[config.mk]
export PLATFORM = sky130hd
export DESIGN_NAME = spi_minion
export DESIGN_NICKNAME = d
export VERILOG_FILES = /design/src/rtl/spi_minion_pkg.sv /design/src/rtl/spi_sync.sv /design/src/rtl/spi_minion.sv
export SDC_FILE = /design/constraint.sdc
export NUM_CORES = 1
export LEC_CHECK = 0
export ABC_CLOCK_PERIOD_IN_PS = 3450
export CAP_MARGIN = 20
export CORE_MARGIN = 5
export CORE_UTILIZATION = 40
export DETAILED_ROUTE_END_ITERATION = 7
export GPL_TIMING_DRIVEN = 0
export PLACE_DENSITY = 0.65
export SYNTH_ARGS = -nofsm -noshare
export SYNTH_HDL_FRONTEND = slang
export SYNTH_SLANG_ARGS = --single-unit
[constraint.sdc]
create_clock -name clk -period 3.45 [get_ports clk]
set_clock_uncertainty 0.1 [all_clocks]
set_input_delay 0.5175 -clock clk [delete_from_list [all_inputs] [get_ports clk]]
set_output_delay 0.5175 -clock clk [all_outputs]
set_load 0.01 [all_outputs]
[src/rtl/spi_minion_pkg.sv]
// Shared types for the SPI minion endpoint.
package spi_minion_pkg;

  // Frame-level FSM: waiting for chip select, shifting bits, or holding after a full word
  typedef enum logic [1:0] {
    ST_IDLE  = 2'd0,
    ST_SHIFT = 2'd1,
    ST_HOLD  = 2'd2
  } state_e;

endpackage

[src/rtl/spi_sync.sv]
// Two-flop synchronizer for an asynchronous pin plus a third flop for edge detection.
module spi_sync (
  input  logic clk,
  input  logic reset,
  input  logic din,
  output logic sync,
  output logic pos,
  output logic neg
);

  logic meta_q;
  logic sync_q;
  logic prev_q;

  // Synchronizer chain and previous-value flop, all cleared by reset
  always_ff @(posedge clk) begin
    if (reset) begin
      meta_q <= 1'b0;
      sync_q <= 1'b0;
      prev_q <= 1'b0;
    end else begin
      meta_q <= din;
      sync_q <= meta_q;
      prev_q <= sync_q;
    end
  end

  assign sync = sync_q;
  assign pos  = sync_q & ~prev_q;
  assign neg  = ~sync_q & prev_q;

endmodule

[src/rtl/spi_minion.sv]
// SPI mode-0 minion: oversampled pins, one word per chip-select frame, val/rdy on both sides.
module spi_minion
  import spi_minion_pkg::*;
#(
  parameter int unsigned nbits = 34
) (
  input  logic             clk,
  input  logic             reset,
  input  logic             cs,
  input  logic             sclk,
  input  logic             mosi,
  output logic             miso,
  input  logic             recv_val,
  output logic             recv_rdy,
  input  logic [nbits-1:0] recv_msg,
  output logic             send_val,
  input  logic             send_rdy,
  output logic [nbits-1:0] send_msg
);

  localparam int unsigned CW = $clog2(nbits + 1);

  logic cs_sync, cs_fall, cs_rise;
  logic sclk_sync, sclk_pos, sclk_neg;
  logic mosi_sync, mosi_pos, mosi_neg;
  logic unused_sync;

  state_e           state_q, state_d;
  logic [CW-1:0]    cnt_q, cnt_d;
  logic [nbits-1:0] rx_q, rx_d;
  logic [nbits-1:0] tx_q, tx_d;
  logic [nbits-1:0] buf_q, buf_d;
  logic             empty_q, empty_d;
  logic [nbits-1:0] send_msg_q, send_msg_d;
  logic             send_val_q, send_val_d;
  logic             miso_q, miso_d;

  spi_sync u_sync_cs (
    .clk   (clk),
    .reset (reset),
    .din   (cs),
    .sync  (cs_sync),
    .pos   (cs_rise),
    .neg   (cs_fall)
  );

  spi_sync u_sync_sclk (
    .clk   (clk),
    .reset (reset),
    .din   (sclk),
    .sync  (sclk_sync),
    .pos   (sclk_pos),
    .neg   (sclk_neg)
  );

  spi_sync u_sync_mosi (
    .clk   (clk),
    .reset (reset),
    .din   (mosi),
    .sync  (mosi_sync),
    .pos   (mosi_pos),
    .neg   (mosi_neg)
  );

  // Levels/edges not needed by the frame logic
  assign unused_sync = ^{cs_sync, sclk_sync, mosi_pos, mosi_neg};

  // Next-state logic: tx buffer, frame FSM, shift registers and receive handshake
  always_comb begin
    state_d    = state_q;
    cnt_d      = cnt_q;
    rx_d       = rx_q;
    tx_d       = tx_q;
    buf_d      = buf_q;
    empty_d    = empty_q;
    send_msg_d = send_msg_q;
    send_val_d = send_val_q;
    miso_d     = 1'b0;

    // Buffer accepts a tx word only while empty; never coincides with a buffer unload
    if (recv_val && empty_q) begin
      buf_d   = recv_msg;
      empty_d = 1'b0;
    end

    if (send_val_q && send_rdy) begin
      send_val_d = 1'b0;
    end

    case (state_q)
      ST_IDLE: begin
        if (cs_fall) begin
          state_d = ST_SHIFT;
          cnt_d   = '0;
          if (!empty_q) begin
            tx_d    = buf_q;
            empty_d = 1'b1;
          end else begin
            tx_d = '0;
          end
        end
      end
      ST_SHIFT: begin
        if (cs_rise) begin
          state_d = ST_IDLE;
        end else if (sclk_pos) begin
          rx_d  = {rx_q[nbits-2:0], mosi_sync};
          cnt_d = cnt_q + CW'(1);
          if (cnt_d == CW'(nbits)) begin
            state_d = ST_HOLD;
            // A word still waiting for the consumer wins over the new one
            if (!send_val_q || send_rdy) begin
              send_msg_d = rx_d;
              send_val_d = 1'b1;
            end
          end
        end else if (sclk_neg) begin
          tx_d = {tx_q[nbits-2:0], 1'b0};
        end
      end
      ST_HOLD: begin
        if (cs_rise) begin
          state_d = ST_IDLE;
        end
      end
      default: begin
        state_d = ST_IDLE;
      end
    endcase

    // miso is driven only while shifting, from the next output-register MSB
    miso_d = (state_d == ST_SHIFT) && tx_d[nbits-1];
  end

  // State registers with synchronous reset
  always_ff @(posedge clk) begin
    if (reset) begin
      state_q    <= ST_IDLE;
      cnt_q      <= '0;
      rx_q       <= '0;
      tx_q       <= '0;
      buf_q      <= '0;
      empty_q    <= 1'b1;
      send_msg_q <= '0;
      send_val_q <= 1'b0;
      miso_q     <= 1'b0;
    end else begin
      state_q    <= state_d;
      cnt_q      <= cnt_d;
      rx_q       <= rx_d;
      tx_q       <= tx_d;
      buf_q      <= buf_d;
      empty_q    <= empty_d;
      send_msg_q <= send_msg_d;
      send_val_q <= send_val_d;
      miso_q     <= miso_d;
    end
  end

  assign miso     = miso_q;
  assign recv_rdy = empty_q;
  assign send_val = send_val_q;
  assign send_msg = send_msg_q;

endmodule

* Yosys cells after proc, flatten, opt, wreduce, memory -nomap -nowiden
Index checks and enable logic that the tools add are counted.
W data, S select, Z words.
** Storage, ports and cells
- Register bits :: 154
- Bits of input ports :: 41
- Word-level logic and storage cells :: 74
** Cells by class
- Add/sub/neg operators :: 1
- Equality and inequality tests :: 9
- Mux-type cells :: 26
- Bitwise gates (word level) :: 9
- Reductions and logical operators :: 11
** Operator list (count)
- $mux W34 :: 5
- $pmux W34 S2 :: 1
- $mux W6 :: 3
- $pmux W6 S2 :: 1
- $mux W1 :: 10
- $mux W2 :: 5
- $ne A2 B2 Y1 const B :: 5
- $reduce_and A5 Y1 :: 2
- $add A6 B1 Y6 const B :: 1
- $eq A6 B6 Y1 const B :: 1
- $pmux W2 S3 :: 1
- $not A1 Y1 :: 5
- $and A1 B1 Y1 :: 4
- $eq A2 B1 Y1 const B :: 2
- $reduce_and A4 Y1 :: 1
- $logic_and A1 B1 Y1 :: 3
- $reduce_and A3 Y1 :: 1
- $eq A2 B2 Y1 const B :: 1
- $logic_not A2 Y1 :: 1
- $reduce_bool A2 Y1 :: 1
- $logic_not A1 Y1 :: 1
- $logic_or A1 B1 Y1 :: 1

* Longest topological paths before layout
Gate-level depths: netlist of the first run.
- Word-level depth :: 8
- Depth in mapped cells :: 8
- Mapped depth without buffers :: 6

* Modules after synthesis
A second synthesis of the first run with hierarchy kept.
** Unflattened totals
- Cell total of the unflattened synthesis :: 657
- Area, all modules :: 5935.7 µm²
** Modules (own cells, without submodules)
- spi_minion :: times used 1, cells an instance 633, area each 5661.7 µm², sequential area each 2922.8 µm²
- spi_sync :: times used 3, cells an instance 8, area each 91.3 µm², sequential area each 60.1 µm²

* Worst setup path before layout of the first run
Ideal clock, no wire load.
- Kind :: reg2reg
- From :: register cnt_q[0]
- To :: register send_msg_q[24] (netlist: send_msg[24])
- Library setup time :: 0.132 ns
- Arrival time :: 1.636 ns
- Required time :: 3.218 ns
- Slack :: 1.582 ns
- Stages on the path, launching flop included :: 8
- Path buffers :: 1
- Clock period less this slack :: 1.868 ns
- Path through :: dfxtp_1 > ha_1 > and2_2 > a21oi_2 > o32a_2 > clkbuf_1 > o21ai_0 > a21oi_1
** On the way
- Word-level cells in the longest chain between the ends :: 3
** Ends and longest elaborated chain
- from (decl) :: RTL line spi_minion.sv:29 : logic [CW-1:0] cnt_q, cnt_d;
- from (signal assigned) :: RTL line spi_minion.sv:149 : cnt_q <= cnt_d;
- $add A6 B1 Y6 :: RTL line spi_minion.sv:108 : cnt_d = cnt_q + CW'(1);
- $eq A6 B6 Y1 :: RTL line spi_minion.sv:109 : if (cnt_d == CW'(nbits)) begin
- $reduce_and A5 Y1 (no line)
- to (signal assigned) :: RTL line spi_minion.sv:154 : send_msg_q <= send_msg_d;
- to (decl) :: RTL line spi_minion.sv:34 : logic [nbits-1:0] send_msg_q, send_msg_d;
Every way passes these cells.
A chain may end at the register's enable or synchronous reset.

* Final worst setup path of the first run
- From :: register cnt_q[0]
- To :: register send_msg_q[29] (netlist: send_msg[29])
Same word-level chain as after synthesis.

==> results of run 1 <==
==> cell usage in the layout, fill, tap and decap left out, types with 17 or more instances in the layout <==
cell type / n
clkdlybuf4s50_1: 76
a222oi_1: 33
dfxtp_1: 154
a21oi_1: 108
buf_2: 17
nand4_1: 34
nand2_1: 138
clkbuf_1: 32
clkbuf_16: 17
nor2_1: 45
o21ai_1: 24
==> cell usage after synthesis (3+ instances only) <==
cell / n
and3_1: 3
nor2b_1: 13
buf_2: 17
o21ai_1: 24
a21oi_1: 108
nand2_1: 138
nand4_1: 34
a222oi_1: 33
buf_4: 5
nand3_1: 5
a31oi_1: 5
dfxtp_1: 154
o21ai_0: 13
inv_1: 4
nor2_1: 45
clkbuf_1: 30
buf_6: 7
==> layer usage <==
layer	share of wire	wire, µm	up-vias	global-route usage
met2	0.47	6550	137	0.276
met5	0	0	-	0
met3	0.048	671	29	0.0423
met1	0.46	6530	2425	0.224
met4	0.021	293	0	0.0696
li1	-	-	2576	-
==> power groups by stage <==
stage / Combinational (µW) / Clock (µW) / Sequential [µW]
floorplan: 82.7 / 0 / 1860
global placement: 153 / 0 / 1860
detailed placement: 157 / 0 / 1860
CTS: 157 / 1860 / 1830
global route: 175 / 1940 / 1830
finish: 156 / 1820 / 1830
==> kinds of logic (layout without fill, tap and decap cells) <==
family / count (synthesis) / in the layout / synth area share
AND/OR/NAND/NOR: 253 / 253 / 0.197
flip-flops: 154 / 154 / 0.529
AO/OA/AOI/OAI: 194 / 194 / 0.209
buffers and inverters: 67 / 173 / 0.0595
adder cells (fa/ha/maj): 2 / 2 / 0.00429
multiplexers: 1 / 1 / 0.00193
==> path summary, 6_finish.rpt <==
kind | startpoint | to | slack, ps | cells after the start
worst max-delay path | cnt_q[0]$_SDFFE_PP0P_ | send_msg[29]$_SDFFE_PP0P_ | 1240 | 7
worst min-delay path | u_sync_cs.meta_q$_SDFF_PP0_ | u_sync_cs.sync$_SDFF_PP0_ | 340 | 1
worst max register to register | cnt_q[0]$_SDFFE_PP0P_ | send_msg[29]$_SDFFE_PP0P_ | 1240 | 7
worst min register to register | u_sync_cs.meta_q$_SDFF_PP0_ | u_sync_cs.sync$_SDFF_PP0_ | 340 | 1
==> registers in the layout, summed over array words and instances (netlist names), 2 cells and up <==
signal    count
buf_q        34
send_msg     34
tx_q         34
rx_q         33
cnt_q         6
state_q       2
==> final cells by class <==
type                       instances  area [µm²]  area share
buffer                            63         332      0.0448
clock buffer                      23         488      0.0659
clock inverter                     7        91.3      0.0123
inverter                           4        15.0     0.00203
multi-input combinational        450        2400       0.324
sequential                       154        3080       0.417
tap                              184         230      0.0311
timing repair buffer              76         761       0.103
==> through the flow <==
| stage | hold WS, ps | total power, µW | instances | area (µm²) |
|---|---|---|---|---|
| floorplan | 314 | 1940 | 671 | 5830 |
| global placement | 324 | 2020 | 931 | 6820 |
| detailed placement | 328 | 2020 | 931 | 6820 |
| CTS | 342 | 3840 | 961 | 7400 |
| global route | 369 | 3940 | 961 | 7400 |
| finish | 335 | 3800 | 961 | 7400 |
==> summary.md, run 1 <==
| Metric | Value |
|---|---|
| Status | finished, final reports clean |
| Drt first-iter violations | 425 |
| Sequential share of the synthesized area | 0.529 |
| Tmin final | 2210 ps |
| Crit path DAT | 2460 ps |
| Setup violations, final | 0 |
| Layout cells sized above 1 | 0.0901 |
| Seq pwr share | 0.480 |
| Post-layout nets | 809 |
| Starting Density | 0.404 |
| # rows | 44 |
| Die width | 131 µm |
| Combinational fraction of design power | 0.041 |
| Synth cell types | 43 |
| Post-synth top area share | 0.529 |
| Worst Setup End Kind | register |
| Crit path launch type | register |
| Total Routing Usage GR | 0.173 |
| Number of enable flip-flop cells after synthesis | 0 |
| Critical Path RT | 3690 ps |
| Fill cell count | 1352 |
| First-pass GRT wire length | 23.8 mm |
| Worst min-delay path class | reg -> reg |
| Synth area leaders | dfxtp_1 (53%), a21oi_1 (9.3%), nand2_1 (8.9%) |
| Clk sink count | 154 |
| Power share of the clock group | 0.479 |
| Slowest-stage cell, CP | dfxtp_1 |
| DRC viols | 0 |
| Core area | 0.0144 mm² |
| Ant. Diodes | 0 |
| Crit path max-delay family | compound AO/OA/AOI/OAI gates |
| Clk root buf | clkbuf_16 |
| Period utilisation layout | 0.641 |
| Max incr delay on CP | 370 ps |
| Pwr/cell area | 514 mW/mm² |
| CTS tree | done |
| DR pass1 iterations | 5 |
| Clock Tree Buf Depth | 2 |
| Largest net degree at the start of global routing | 17 |
| Syn Area/Cell | 8.69 µm² |
| Final core utilization | 0.513 |
| Warnings from Yosys | 0 |
| Via Count | 5167 |
| Die area | 0.0171 mm² |
| Vias in the first global route | 5037 |
| FF+latch count, synth | 154 |
| Max Slew Vio Count | 0 |
| Sw Pwr | 790 µW |
| Critical path type | reg -> reg |
| Htree depth | 4 |
| Worst-path cell chain | ha_1, and2_2, a21oi_2, o32a_2, clkbuf_1, o21ai_0, a21oi_1 |
| Placer Congestion | 0.803 |
| Buffers & Inverters on Critical Path | 1 |
| Leading area contributor after synthesis | dfxtp_1 |
| # hold bufs at CTS | 0 |
| Postcts setup bufs | 0 |
| MaxCap Viol Count | 0 |
| Slew @ Worst Pin | 564 ps |
| Switching Share | 0.208 |
| Worst vdd ir | 0.000357 V |
| Die Height | 131 µm |
| Gr ovfl total | 0 |
| CP Max Fanout | 10 |
| CTS Buf Count | 17 |
| Dominant synthesized flop cell | dfxtp_1 |
| Hpwl dp | 9.90 mm |
| PortBufs | 76 |
| Setup TNS | 0 ps |
| Dpl ws | 1070 ps |
| Layout area overhead | 26.9% |
| Via density | 5.38 |
| Post-synthesis cell area | 0.00583 mm² |
| Fin worst setup slack | 1240 ps |
| RSZ-0062 raised after global routing | false |
| Initial antenna violation count | 0 |
| Max Freq | 452 MHz |
| IO Count | 78 |
| Post-synthesis cell count | 671 |
| Syn nets | 714 |
| Leak | 0.00256 µW |
| Slew headroom | 0.624 |
| Routed len/inst | 14.6 µm |
| Final Hold Viols | 0 |
| Post-CTS sizing | 0 |
| Ys async rst share | 0 |
| CTS clk-pin slew, worst paths | 60 ps |
| Final WL | 14.0 mm |
| Worst-Skew Late Latency | 420 ps |
| Antenna Nets Post-Route | 0 |
| Internal power | 3010 µW |
(Power assumes the default switching activity.)
==> inputs of run 2 (changes only) <==
ABC_CLOCK_PERIOD_IN_PS = 2100   (was 3450)
clock period = 2.1 ns   (was 3.45 ns; I/O delays follow)
==> summary.md, run 2 (synthesis results as in run 1) <==
| Metric | Value |
|---|---|
| Post-layout nets | 811 (was 809) |
| # rows | 44 (unchanged) |
| DR pass1 iterations | 5 (unchanged) |
| Initial antenna violation count | 0 (unchanged) |
| Pwr/cell area | 838 mW/mm² (was 514 mW/mm²) |
| Final Hold Viols | 0 (unchanged) |
| Vias in the first global route | 5050 (was 5037) |
| Routed len/inst | 14.7 µm (was 14.6 µm) |
| R2r startpoint | cnt_q[0]$_SDFFE_PP0P_ (unchanged) |
| Worst vdd ir | 0.000589 V (was 0.000357 V) |
| CP Max Fanout | 10 (unchanged) |
| CTS clk-pin slew, worst paths | 60 ps (about the same) |
| Antenna Nets Post-Route | 0 (unchanged) |
| Internal power | 4950 µW (was 3010 µW) |
| MaxCap Viol Count | 0 (unchanged) |
| Final WL | 14.1 mm (was 14.0 mm) |
| Slowest-stage cell, CP | dfxtp_2 (was dfxtp_1) |
| Hold_sp | u_sync_cs.meta_q$_SDFF_PP0_ (unchanged) |
| Combinational fraction of design power | 0.041 (about the same) |
| First-pass GRT wire length | 23.9 mm (was 23.8 mm) |
| Worst Setup End Kind | register (unchanged) |
| Most frequent cells in the layout | dfxtp_1 (152), nand2_1 (138), a21oi_1 (108), clkdlybuf4s50_1 (76), nor2_1 (45) (was dfxtp_1 (154), nand2_1 (138), a21oi_1 (108), clkdlybuf4s50_1 (76), nor2_1 (45)) |
| Layout area overhead | 27.9% (was 26.9%) |
| Hpwl dp | 9.90 mm (unchanged) |
| Via density | 5.38 (about the same) |
| Leak | 0.00259 µW (was 0.00256 µW) |
| IO Count | 78 (unchanged) |
| Max Freq | 505 MHz (was 452 MHz) |
| CTS tree | done (unchanged) |
| Die area | 0.0171 mm² (unchanged) |
| Slew headroom | 0.620 (was 0.624) |
| Worst-Skew Late Latency | 420 ps (about the same) |
| Status | finished, final reports clean (unchanged) |
| Ant. Diodes | 0 (unchanged) |
| Setup violations, final | 0 (unchanged) |
| Die Height | 131 µm (unchanged) |
| Seq pwr share | 0.480 (about the same) |
| Crit path max-delay family | compound AO/OA/AOI/OAI gates (unchanged) |
| PortBufs | 76 (unchanged) |
| Buffers & Inverters on Critical Path | 1 (unchanged) |
| Most common cell after layout, fill and taps aside | dfxtp_1 (unchanged) |
| Clock Tree Buf Depth | 2 (unchanged) |
| Max incr delay on CP | 380 ps (was 370 ps) |
| Fin worst setup slack | 120 ps (was 1240 ps) |
| Gr ovfl total | 0 (unchanged) |
| Layout cells sized above 1 | 0.101 (was 0.0901) |
| Power share of the clock group | 0.479 (about the same) |
| Critical Path RT | 2280 ps (was 3690 ps) |
| Die width | 131 µm (unchanged) |
| Worst min-delay path class | reg -> reg (unchanged) |
| Placer Congestion | 0.803 (unchanged) |
| Core area | 0.0144 mm² (unchanged) |
| Worst setup path startpoint | cnt_q[0]$_SDFFE_PP0P_ (unchanged) |
| Via Count | 5180 (was 5167) |
| # hold bufs at CTS | 0 (unchanged) |
| Critical path type | reg -> reg (unchanged) |
| Sw Pwr | 1300 µW (was 790 µW) |
| Period utilisation layout | 0.943 (was 0.641) |
| Slew @ Worst Pin | 570 ps (was 564 ps) |
| Switching Share | 0.208 (about the same) |
| Worst-path cell chain | ha_2, and2_2, nand3_1, o32a_4, clkbuf_4, o21ai_0, a21oi_1 (was ha_1, and2_2, a21oi_2, o32a_2, clkbuf_1, o21ai_0, a21oi_1) |
| Largest net degree at the start of global routing | 17 (unchanged) |
| Clk sink count | 154 (unchanged) |
| Final hold slack | 336 ps (was 335 ps) |
| Starting Density | 0.404 (unchanged) |
| Total Routing Usage GR | 0.173 (about the same) |
| Clk root buf | clkbuf_16 (unchanged) |
| Max Slew Vio Count | 0 (unchanged) |
| Dpl ws | -76.3 ps (was 1070 ps) |
| RSZ-0062 raised after global routing | false (unchanged) |
| Htree depth | 4 (unchanged) |
| Crit path DAT | 2160 ps (was 2460 ps) |
| Crit path launch type | register (unchanged) |
| Drt first-iter violations | 423 (was 425) |
| DRC viols | 0 (unchanged) |
| CTS Buf Count | 17 (unchanged) |
| Tmin final | 1980 ps (was 2210 ps) |
==> run 2: cell types whose count changed in the layout (fill, tap and decap cells not counted), sizes merged <==
| cell | delta |
|---|---|
| clkbuf | +1 |
| buf | +1 |
==> run 2: metal layers <==
metal,up-vias,part of all wire,track usage,routed length [µm]
met2,145,0.47,0.277,6620
met3,30,0.046,0.0423,652
li1,2579,-,-,-
met4,0,0.021,0.0696,301
met5,-,0,0,0
met1,2426,0.46,0.225,6570
==> run 2: power groups by stage <==
stage / combinational (µW) / sequential (µW) / clock (µW)
after global routing: 288 / 3000 / 3180
after detailed placement: 258 / 3060 / 0
after CTS: 258 / 3000 / 3060
after global placement: 252 / 3060 / 0
final: 257 / 3000 / 2990
after floorplan: 136 / 3050 / 0
==> run 2: final cells by class <==
cell class	instances	area, µm²
buffer	63	339
clock buffer	23	488
clock inverter	7	91.3
fill	1338	6970
inverter	4	15.0
multi-input combinational	450	2420
sequential	154	3090
tap	184	230
timing repair buffer	78	788
==> run 2: final timing paths <==
| kind | endpoint | slack [ps] | cells after the start |
|---|---|---|---|
| min | u_sync_cs.sync$_SDFF_PP0_ | 340 | 1 |
| max reg2reg | send_msg[29]$_SDFFE_PP0P_ | 120 | 7 |
| max | send_msg[29]$_SDFFE_PP0P_ | 120 | 7 |
| min reg2reg | u_sync_cs.sync$_SDFF_PP0_ | 340 | 1 |
==> run 2: metrics by stage <==
stage,cell area (µm²),total power [µW],instances,setup TNS [ps],util
floorplan,5830,3190,671,0,-
global placement,6820,3310,931,-685,0.473
detailed placement,6820,3320,931,-1310,0.473
CTS,7430,6320,963,0,0.515
global route,7460,6470,963,0,0.517
finish,7460,6250,963,0,0.517
==> run 2: repair_timing <==
item                                    4_1_cts  5_1_grt
endpoints found under the setup margin       30       31
pin swaps                                     1        0
resized for setup                             5        5
buffers inserted                              2        0
==> edit 1, RTL diff (flow settings as in run 2) <==
Re-encode `state_e` (3 states) as one-hot, 3 bits wide.
--- a/src/rtl/spi_minion_pkg.sv
+++ b/src/rtl/spi_minion_pkg.sv
@@ -2,10 +2,10 @@
 package spi_minion_pkg;
 
   // Frame-level FSM: waiting for chip select, shifting bits, or holding after a full word
-  typedef enum logic [1:0] {
-    ST_IDLE  = 2'd0,
-    ST_SHIFT = 2'd1,
-    ST_HOLD  = 2'd2
+  typedef enum logic [2:0] {
+    ST_IDLE  = 3'b001,
+    ST_SHIFT = 3'b010,
+    ST_HOLD  = 3'b100
   } state_e;
 
 endpackage
Function: no difference found for any inputs over 10 cycles, from zero or initial values and one cycle with reset high; not proved beyond that.
==> edit 1 against run 2 <==
Area after synthesis rose by 2.8%. Routed wire length is 11% lower. Global-route usage decreased by 2.6 points. Sequential cell count grew 1. Non-clock buffer count shrank 8. Design area is 1.8% higher. Highest routed layer unchanged. Total power down 2.6%. First-iteration DRC count shrank 1.7%. Setup slack better by 0.011 ns.
==> edit 1: results (changes against run 2) <==
global_routing:
  met1_usage_pct: 19.3  # -3.2 points
  grt_use_total_pct: 14.7  # -2.6 points
  grt_pass1_wl_um: 21800  # -8.7%
  use_met3_pct: 4.16  # -0.067 points
synthesis:
  synthMuxAreaShare_pct: 5.68  # +5.5 points
  synth_compound_area_share_pct: 13.7  # -7.2 points
  ys_ff_latch: 155  # +0.65%
  syn_nets: 702  # -1.7%
  synthDistinctLibCells: 41  # -4.7%
  yosysSeqAreaShare_pct: 51.8  # -1.1 points
setup_path:
  crit-reg2reg-launch: "state_q[2]"
worst_hold_path:
  min-delay-start: "u_sync_sclk.meta_q"
  holdPathEnd: "u_sync_sclk.sync"
run_status:
  outcome: "completed"
detailed_routing:
  wl_met2_um: 5800  # -12%
  wl_per_cell_um: 13.2  # -10%
  drt_first_pass_iters: 6  # +1
cells_and_area:
  buf_share_pct: 14.3  # -0.82 points
  signal_buffers: 133  # -5.7%
  nFillCells: 1328  # -0.75%
  layout.nets: 800  # -1.4%
  multi_input_area_um2: 2620  # +8.3%
  comb.multi_input.count: 447  # -0.67%
power_and_ir_drop:
  p_leak_uw: 0.00256  # -1.4%
  swShare_pct: 21.1  # +0.26 points
  net-switching-power_uw: 1280  # -1.3%
  p_comb_share_pct: 4.5  # +0.4 points
  clockPowerShare_pct: 46.0  # -1.9 points
timing:
  fin_hold_ws_ns: 0.338  # +0.00253 ns
  tightest_slew_ns: 0.569  # -0.000830 ns
place:
  post-place-ws_ns: -0.119  # -0.0424 ns
-- edit 1: cell types whose count changed after synthesis, moves of 4 or more --
cell             run 2  this run
nand2b_1             2        73
mux2i_1              0        34
a21oi_1            108        75
nand4_1             34         1
o21ai_1             24         0
o21ai_0             13         2
buf_2               17        10
clkbuf_1            30        36
a31oi_1              5         1
buf_4                5         1
buf_6                7         3
nor3_1               0         4
-- edit 1: logic make-up after synthesis --
kind of cell | Yosys count
AND/OR/NAND/NOR | 286
flip-flops | 155
AO/OA/AOI/OAI | 122
buffers and inverters | 57
multiplexers | 34
XOR/XNOR | 3
adder cells (fa/ha/maj) | 2
-- edit 1: metrics by stage --
stage | area (um^2) | cells
floorplan | 5990 | 659
global placement | 6980 | 919
detailed placement | 6980 | 919
CTS | 7550 | 953
global route | 7590 | 954
finish | 7590 | 954
==> edit 2, RTL diff (flow settings as in run 2) <==
Made on the original files. `nbits`: 34 -> 42.
--- a/src/rtl/spi_minion.sv
+++ b/src/rtl/spi_minion.sv
@@ -2,7 +2,7 @@
 module spi_minion
   import spi_minion_pkg::*;
 #(
-  parameter int unsigned nbits = 34
+  parameter int unsigned nbits = 42
 ) (
   input  logic             clk,
   input  logic             reset,
Ports: changed (resized recv_msg and send_msg); port bits go from 78 to 94. The function was not compared with the original's and may differ.
==> edit 2 against run 2 <==
Critical path type unchanged. Sequential cell count rose by 32. Largest cell class unchanged. Non-clock buffer count is 19 higher. Setup slack better by 0.049 ns. Total power grew 13%. Area after synthesis up 15%. Critical path depth is 2 higher. Design area up 14%. First-iteration DRC count grew 2.8%. Count of clock-buffer cells in the layout decreased by 1. Sequential share of layout area grew 2.4 points. Routed wire length up 5.7%. Via count is 8.9% higher.
==> edit 2: results (changes against run 2) <==
run_status:
  outcome: "completed"
place:
  post-place-ws_ns: -0.106  # -0.0300 ns
  numPortBuffers: 92  # +21%
  placed_area_um2: 7890  # +16%
  routabilityCongestion: 0.777  # -3.3%
  place_hpwl_um: 10500  # +5.8%
synthesis:
  yosys_warnings: 0  # unchanged
  yosysSeqAreaShare_pct: 55.7  # +2.8 points
  synth_common_cells: "nand2_1 (254), dfxtp_1 (186), a21oi_1 (134)"
  syn_nets: 842  # +18%
  synthTopCellsByArea: "dfxtp_1 (56%), nand2_1 (14%), a21oi_1 (10%), a222oi_1 (6.0%), nor2_1 (2.7%)"
cells_and_area:
  drive_above_1_share_pct: 7.85  # -2.3 points
  layout.nets: 956  # +18%
  nFillCells: 1591  # +19%
timing:
  fin_hold_ws_ns: 0.254  # -0.0819 ns
  finalWorstSetupSlack_ns: 0.168  # +0.0487 ns
  relSlewSlack_pct: 59.8  # -2.2 points
power_and_ir_drop:
  peakVddDrop_uv: 602  # +2.3%
  p_leak_uw: 0.00297  # +15%
  swShare_pct: 21.6  # +0.74 points
setup_path:
  cp_top_family: "buffers and inverters"
  max_stage_delay_ns: 0.40  # +0.02 ns
  r2r_cells: 9  # +2
  cp.arrival_ns: 2.11  # -0.05 ns
  worstReg2RegEnd: "send_msg[16]"
  rrSetupSlack_ns: 0.17  # +0.05 ns
worst_hold_path:
  holdPathEnd: "state_q[1]"
  whs_path_depth: 3  # +2
  min-delay-start: "reset"
  holdCritPathClass: "in -> reg"
detailed_routing:
  drt_iter0_drc: 435  # +2.8%
  drt_first_pass_iters: 7  # +2
  routed_wl_um: 15000  # +5.7%
  vias_per_cell: 4.96  # -7.7%
global_routing:
  grt_use_total_pct: 15.3  # -2.0 points
  grt_pass1_wl_um: 24700  # +3.6%
  first_global_vias: 5078  # +0.55%
## edit 2: kinds of logic after synthesis
kind of cell | synth area share [%]
AOI/OAI and AO/OA | 17.6
adders and majority gates | 0.374
buffers and inverters | 4.98
DFF | 55.7
muxes | 0.150
and+or+nand+nor | 21.2
## edit 2: power by group through the flow
| stage | logic (uW) | registers [uW] | clock network (uW) |
|---|---|---|---|
| finish | 309 | 3620 | 3110 |
| global route | 344 | 3620 | 3330 |
| CTS | 313 | 3620 | 3190 |
| detailed placement | 312 | 3700 | 0 |
| global placement | 310 | 3700 | 0 |
| floorplan | 164 | 3690 | 0 |
## edit 2: worst max-delay path by stage
stage / startpoint / end / cells past startpoint
after floorplan: cnt_q[0] / send_msg[10] / 8
after global placement: cnt_q[0] / send_msg[13] / 7
after detailed placement: cnt_q[0] / send_msg[34] / 7
after CTS: cnt_q[0] / send_msg[38] / 8
after global routing: u_sync_sclk.prev_q / tx_q[2] / 7
final: cnt_q[0] / send_msg[16] / 9
## edit 2: repair_timing
item / in CTS / in global routing
buffers inserted: 2 / 1
setup endpoints to repair: 40 / 40
hold buffers: 0 / 0
resized for setup: 1 / 4
pin swaps: 1 / 0
## edit 2: worst register-to-register path, stage by stage, from the launching register on
cell and delay [ns]:
dfxtp_2 0.40, ha_4 0.19, nand4bb_1 0.14, mux2i_2 0.21, buf_4 0.15, o211ai_1 0.08
buf_4 0.19, buf_2 0.19, nand2_1 0.09, a21oi_1 0.05
## edit 2: metal layers
| layer | vias to the layer above | GRT usage [%] | wire [um] |
|---|---|---|---|
| li1 | 2919 | - | - |
| met1 | 2582 | 21.0 | 7400 |
| met2 | 134 | 23.6 | 6730 |
| met3 | 7 | 4.25 | 729 |
| met4 | 0 | 4.33 | 98 |
| met5 | - | 0 | 0 |
## edit 2: metrics by stage
stage	total power [uW]	std cells	util, %
finish	7030	1137	51.7
global route	7300	1137	51.7
CTS	7120	1136	51.5
detailed placement	4010	1103	47.9
global placement	4010	1103	47.9
floorplan	3850	791	-
## edit 2: layout make-up
class                           instances  area [um^2]  share of cell area [%]
Buffer                                 65          322                    3.78
Clock buffer                           22          494                    5.81
Clock inverter                          9         86.3                    1.01
Inverter                                3         11.3                   0.132
Multi-Input combinational cell        537         2650                    31.1
Sequential cell                       186         3730                    43.8
Tap cell                              220          275                    3.24
Timing Repair Buffer                   95          943                    11.1
